==> src/rtl/lc3b_types.sv <==
// Shared pipeline types: skid-stage depth and occupancy encoding.
package lc3b_types;
  localparam int PIPE_SKID_DEPTH = 2;
  typedef logic [1:0] lc3b_pipe_occ_t;
endpackage

==> src/rtl/pipe_stage_skid_sat_counter.sv <==
// Saturating up-counter; clears only on synchronous active-low reset.
module sat_counter #(
  parameter int CNT_W = 32
) (
  input  logic             clk,
  input  logic             rst_n,
  input  logic             inc,
  output logic [CNT_W-1:0] cnt
);
  always_ff @(posedge clk) begin
    if (!rst_n)                 cnt <= '0;
    else if (inc && cnt != '1)  cnt <= cnt + 1'b1;
  end
endmodule

==> src/rtl/pipe_stage_skid.sv <==
// 2-entry skid-buffered pipeline stage with registered in_ready.
// Perf counters built only when PIPE_STAGE_SKID_PERF_EN is defined.
module pipe_stage_skid
  import lc3b_types::*;
#(
  parameter int WIDTH = 16,
  parameter int CNT_W = 32
) (
  input  logic             clk,
  input  logic             rst_n,
  input  logic             flush,
  input  logic             in_valid,
  output logic             in_ready,
  input  logic [WIDTH-1:0] in_data,
  output logic             out_valid,
  input  logic             out_ready,
  output logic [WIDTH-1:0] out_data,
  output lc3b_pipe_occ_t   occupancy,
  output logic [CNT_W-1:0] stall_cnt,
  output logic [CNT_W-1:0] flush_cnt
);
  logic             main_valid, skid_valid;
  logic [WIDTH-1:0] main_data, skid_data;
  logic             accept, drain;

  assign in_ready  = !skid_valid;
  assign out_valid = main_valid;
  assign out_data  = main_data;
  assign occupancy = lc3b_pipe_occ_t'({1'b0, main_valid}) + lc3b_pipe_occ_t'({1'b0, skid_valid});
  assign accept    = in_valid && !skid_valid;
  assign drain     = main_valid && out_ready;

  always_ff @(posedge clk) begin
    if (!rst_n) begin
      main_valid <= 1'b0;
      skid_valid <= 1'b0;
      main_data  <= '0;
      skid_data  <= '0;
    end else if (flush) begin
      main_valid <= 1'b0;
      skid_valid <= 1'b0;
    end else if (!main_valid || drain) begin
      // skid full implies in_ready=0, so a held skid entry never races a new accept
      if (skid_valid) begin
        main_data  <= skid_data;
        main_valid <= 1'b1;
        skid_valid <= 1'b0;
      end else begin
        main_valid <= accept;
        if (accept) main_data <= in_data;
      end
    end else if (accept) begin
      skid_valid <= 1'b1;
      skid_data  <= in_data;
    end
  end

`ifdef PIPE_STAGE_SKID_PERF_EN
  sat_counter #(.CNT_W(CNT_W)) u_stall_cnt (
    .clk(clk), .rst_n(rst_n), .inc(main_valid && !out_ready), .cnt(stall_cnt)
  );
  sat_counter #(.CNT_W(CNT_W)) u_flush_cnt (
    .clk(clk), .rst_n(rst_n), .inc(flush && (main_valid || skid_valid)), .cnt(flush_cnt)
  );
`else
  assign stall_cnt = '0;
  assign flush_cnt = '0;
`endif
endmodule

==> config.mk <==
export PLATFORM = sky130hd
export DESIGN_NAME = pipe_stage_skid
export DESIGN_NICKNAME = d
export VERILOG_FILES = /design/src/rtl/lc3b_types.sv /design/src/rtl/pipe_stage_skid_sat_counter.sv /design/src/rtl/pipe_stage_skid.sv
export SDC_FILE = /design/constraint.sdc
export NUM_CORES = 1
export LEC_CHECK = 0
export CAP_MARGIN = 20
export CORE_MARGIN = 2
export CORE_UTILIZATION = 40
export DETAILED_ROUTE_END_ITERATION = 10
export PLACE_DENSITY = 0.82
export RECOVER_POWER = 25
export SYNTH_ARGS = -nofsm -noshare
export SYNTH_HDL_FRONTEND = slang
export SYNTH_SLANG_ARGS = --single-unit
==> constraint.sdc <==
create_clock -name clk -period 1.65 [get_ports clk]
set_input_delay 0.2475 -clock clk [delete_from_list [all_inputs] [get_ports clk]]
set_output_delay 0.2475 -clock clk [all_outputs]
set_load 0.005 [all_outputs]
# Word level (Yosys, flattened, before mapping)
# Index checks and enable logic that the tools add are counted.
# Widths: inputs -> output; s select.
[word_totals]
out_inout_bits = 84
elab_cells = 21
regBits = 34
input_bits = 21
[op_classes]
reduce_logical = 10
muxes = 3
n_addsub = 1
bitwise = 3
[ops]
columns = ["cell", "count"]
rows = [
  ["$mux 16", 2],
  ["$reduce_and 3->1", 2],
  ["$not 1->1", 3],
  ["$reduce_or 3->1", 1],
  ["$add 1x1->2", 1],
  ["$logic_and 1x1->1", 2],
  ["$logic_not 1->1", 2],
  ["$reduce_bool 2->1", 1],
  ["$reduce_or 2->1", 1],
  ["$logic_or 1x1->1", 1],
  ["$mux 1", 1],
]

# Depth between registers and ports, before layout
[depth]
ltp_word = 4
depth_mapped = 5

# Worst setup path before layout
# No wires, ideal clock.
[synth_path]
kind = "reg-to-reg"
startpoint = "reg main_valid, in the netlist out_valid"
endpoint = "reg skid_data[0]"
t_arrival_ns = 1.202
path_buffers = 2
setup_time_ns = 0.072
path_slack_ns = 0.376
required_ns = 1.578
path_stages_with_launch = 6
cell_sequence = "dfxtp_1 nand2b_4 nor4b_4 buf_6 buf_12 mux2i_1"
[synth_between]
elab_chain_cells = 4
[synth_lines]
columns = ["element", "line_no", "text"]
rows = [
  ["from (decl)", "pipe_stage_skid.sv:22", "logic main_valid, skid_valid;"],
  ["from (signal assigned)", "pipe_stage_skid.sv:49", "main_valid <= accept;"],
  ["$logic_not 1->1 or $logic_and 1x1->1 (tied branches)", "pipe_stage_skid.sv:42, pipe_stage_skid.sv:31", ""],
  ["$logic_or 1x1->1 (*)", "pipe_stage_skid.sv:42", "end else if (!main_valid || drain) begin"],
  ["$not 1->1 (no line) (*)", "--", ""],
  ["$reduce_and 3->1 (no line) (*)", "--", ""],
  ["to (signal assigned)", "pipe_stage_skid.sv:54", "skid_data <= in_data;"],
  ["to (decl)", "pipe_stage_skid.sv:23", "logic [WIDTH-1:0] main_data, skid_data;"],
]
# Every way passes the cells marked *; elsewhere a longest branch is shown, timed or not.
# A chain may end at the register's enable or synchronous reset.

# Worst setup path after layout
[layout_path]
startpoint = "reg skid_valid"
endpoint = "out in_ready"
[layout_between]
elab_chain_cells = 1
[layout_lines]
columns = ["element", "line_no", "text"]
rows = [
  ["from (decl)", "pipe_stage_skid.sv:22", ""],
  ["from (signal assigned)", "pipe_stage_skid.sv:36", "skid_valid <= 1'b0;"],
  ["from (signal assigned)", "pipe_stage_skid.sv:41", "skid_valid <= 1'b0;"],
  ["from (signal assigned)", "pipe_stage_skid.sv:47", "skid_valid <= 1'b0;"],
  ["$logic_not 1->1", "pipe_stage_skid.sv:26", "assign in_ready = !skid_valid;"],
  ["to (decl)", "pipe_stage_skid.sv:13", "output logic in_ready,"],
]
# Every way passes these cells.

==> flow_summary.json <==
{
  "run_status": "complete, no violations",
  "path_cells": "buf_6 -> inv_1 -> clkdlybuf4s50_1",
  "post_drt_wl_per_cell_um": 10.14,
  "numPortBuffers": 40,
  "drv_slew": 0,
  "htreeDepth": 2,
  "grt_pass1_wl_um": 5513,
  "worst_slack_ns": 0.07986,
  "clkTransAtPathRegs_ns": 0.06,
  "cpPeakStageDelay_ns": 0.49,
  "cp_max_fo": 11,
  "gp_congestion": 0.6780,
  "yosysTopAreaCell": "dfxtp_1",
  "fp.dieH_um": 76.43,
  "arrival_ns": 1.32,
  "layout.nets": 294,
  "synth_seq_cells": 34,
  "synth_area_per_cell_um2": 9.005,
  "placed_area_um2": 2296,
  "ios": 105,
  "fmax_ghz": 0.6369,
  "maxSlewHeadroom_pct": 51.95,
  "drv_cap": 0,
  "via_per_inst": 4.094,
  "areaGrowthSynthToFinish_pct": 12.58,
  "worst_ep_required_time_ns": 1.40,
  "drive_gt1_share_pct": 11.40,
  "grt_pass1_vias": 1261,
  "place_hpwl_um": 2541,
  "fin_crit_ns": 1.570,
  "finalSetupViolations": 0,
  "stdcell_area_um2": 2362,
  "syn_inst": 233,
  "slowest_stage": "clkdlybuf4s50_1",
  "overflow": 0,
  "drt_drc_violations_left": 0,
  "row_count": 26,
  "grt_util_all_layers_pct": 11.84,
  "seq_area_um2": 685.7,
  "antenna_found_initial": 0,
  "peakVddDrop_uv": 373.0,
  "end_kind": "primary output",
  "synth_top_area_share_pct": 32.44,
  "grt_max_degree": 66,
  "clock_skew_ns": 0.003670,
  "power.density_nw_per_um2": 705.3,
  "crit_path_start_kind": "register",
  "cts_buffer_depth": 2,
  "routed_wl_um": 3469,
  "antenna_cells": 0,
  "syn_area_um2": 2098,
  "worst_pin_slew_ns": 0.7173,
  "critPathBufInv": 3,
  "vias": 1400,
  "cp_top_family": "buffers and inverters",
  "die_area_um2": 5841,
  "yosysWarnings": 0,
  "cts_root_buffer": "clkbuf_8",
  "drt_iter0_drc": 32,
  "die_w_um": 76.43,
  "pre_cts_ws_ns": -0.06544,
  "numCtsBuffers": 5,
  "synth_cell_types": 20,
  "multi_input_area_um2": 1061,
  "crit_type": "register to primary output",
  "min_period_over_period_pct": 95.16,
  "clk_latency_ns": 0.28,
  "nFillCells": 531,
  "synth_area_leaders": "dfxtp_1 32%, buf_4 23%, mux2i_1 15%",
  "cts_hold_buf": 0,
  "cts_tree": "built",
  "rsz0062_at_grt": "no",
  "core_area_um2": 5075,
  "drtPass1Iterations": 4,
  "power_leakage_nw": 1.071,
  "hold_class": "primary input to register",
  "initial_core_util_pct": 41.35,
  "hold_viol_final": 0,
  "cts_sinks": 34,
  "ant_nets": 0,
  "ys_seq_area_share_pct": 32.44
}
==> cell type report <==
cell class	count	area share [%]
multi-input cells	184	44.92
clock buffers	7	3.231
flip-flops and latches	34	29.03
well taps	70	3.708
inverters	2	0.3178
repair buffers	45	18.80
==> what timing repair did <==
item,CTS,global route
setup endpoints to repair,2,0
setup buffers,1,0
resized for setup,5,0
==> stage by stage <==
stage	total power, mW	instances	TNS (ns)	utilization (%)	hold slack, ns
after global routing	1.762	342	0	46.55	0.4691
final	1.666	342	0	46.55	0.4544
after floorplan	1.130	296	0	-	0.3896
after global placement	1.129	334	-0.1855	45.24	0.4386
after CTS	1.702	342	0	47.04	0.4494
after detailed placement	1.134	334	-0.7124	45.24	0.4487
==> synth_stat cells (all sizes together) <==
cell type and count:
buf 73, nand2 65, dfxtp 34, mux2i 32, mux2 16, clkbuf 3, inv 2, a21oi 1
conb 1, ha 1, nand2b 1, nor2 1, nor3 1, nor4b 1, o211ai 1
==> sequential cells by signal, indices dropped and copies added, names as in the netlist <==
register    flops
out_data       16
skid_data      16
out_valid       1
skid_valid      1
==> cell families after synthesis <==
group	count (synthesis)	synth area share, %
buffers and inverters	78	27.85
and+or+nand+nor	69	13.83
muxes	48	23.85
DFF	34	32.44
AOI/OAI and AO/OA	2	1.252
adders and majority gates	1	0.5962
other	1	0.1787
==> report_power, final <==
group	leakage (nW)	switching (mW)	internal, mW
clock network	0.0383	0.268	0.290
logic	0.755	0.122	0.128
registers	0.277	0.0133	0.845
==> per-layer routing <==
layer  part of all wire (%)  vias to the layer above  GRT usage [%]
met5                      0                        -              0
met4                    1.7                        0          6.545
met3                    7.4                        6          4.028
met2                     51                       56          20.88
met1                     39                      644          12.28
li1                       -                      694              -
==> placed cells by master (no fill, tap or decap), types with 2 or more instances in the layout <==
| master | count |
|---|---|
| inv_1 | 2 |
| clkbuf_8 | 5 |
| clkbuf_1 | 3 |
| mux2i_1 | 32 |
| clkdlybuf4s50_1 | 31 |
| conb_1 | 64 |
| dlygate4sd3_1 | 7 |
| dfxtp_1 | 32 |
| nand2_1 | 65 |
| mux2_2 | 16 |
==> worst reg2reg max path, stage by stage, from the launching register on <==
cell and delay, ns:
dfxtp_4 0.36, buf_4 0.12, clkbuf_1 0.37, mux2_2 0.39
nand2_1 0.06, mux2i_1 0.06
==> final timing paths <==
check / start / endpoint / slack, ns / cells past startpoint
worst min-delay path: rst_n / out_data[12] / 0.45 / 4
worst max register to register: skid_valid / out_data[6] / 0.14 / 5
worst max-delay path: skid_valid / in_ready / 0.08 / 3
worst min register to register: out_data[7] / out_data[7] / 0.46 / 2
No activity file was read; power rests on OpenSTA's default activity.
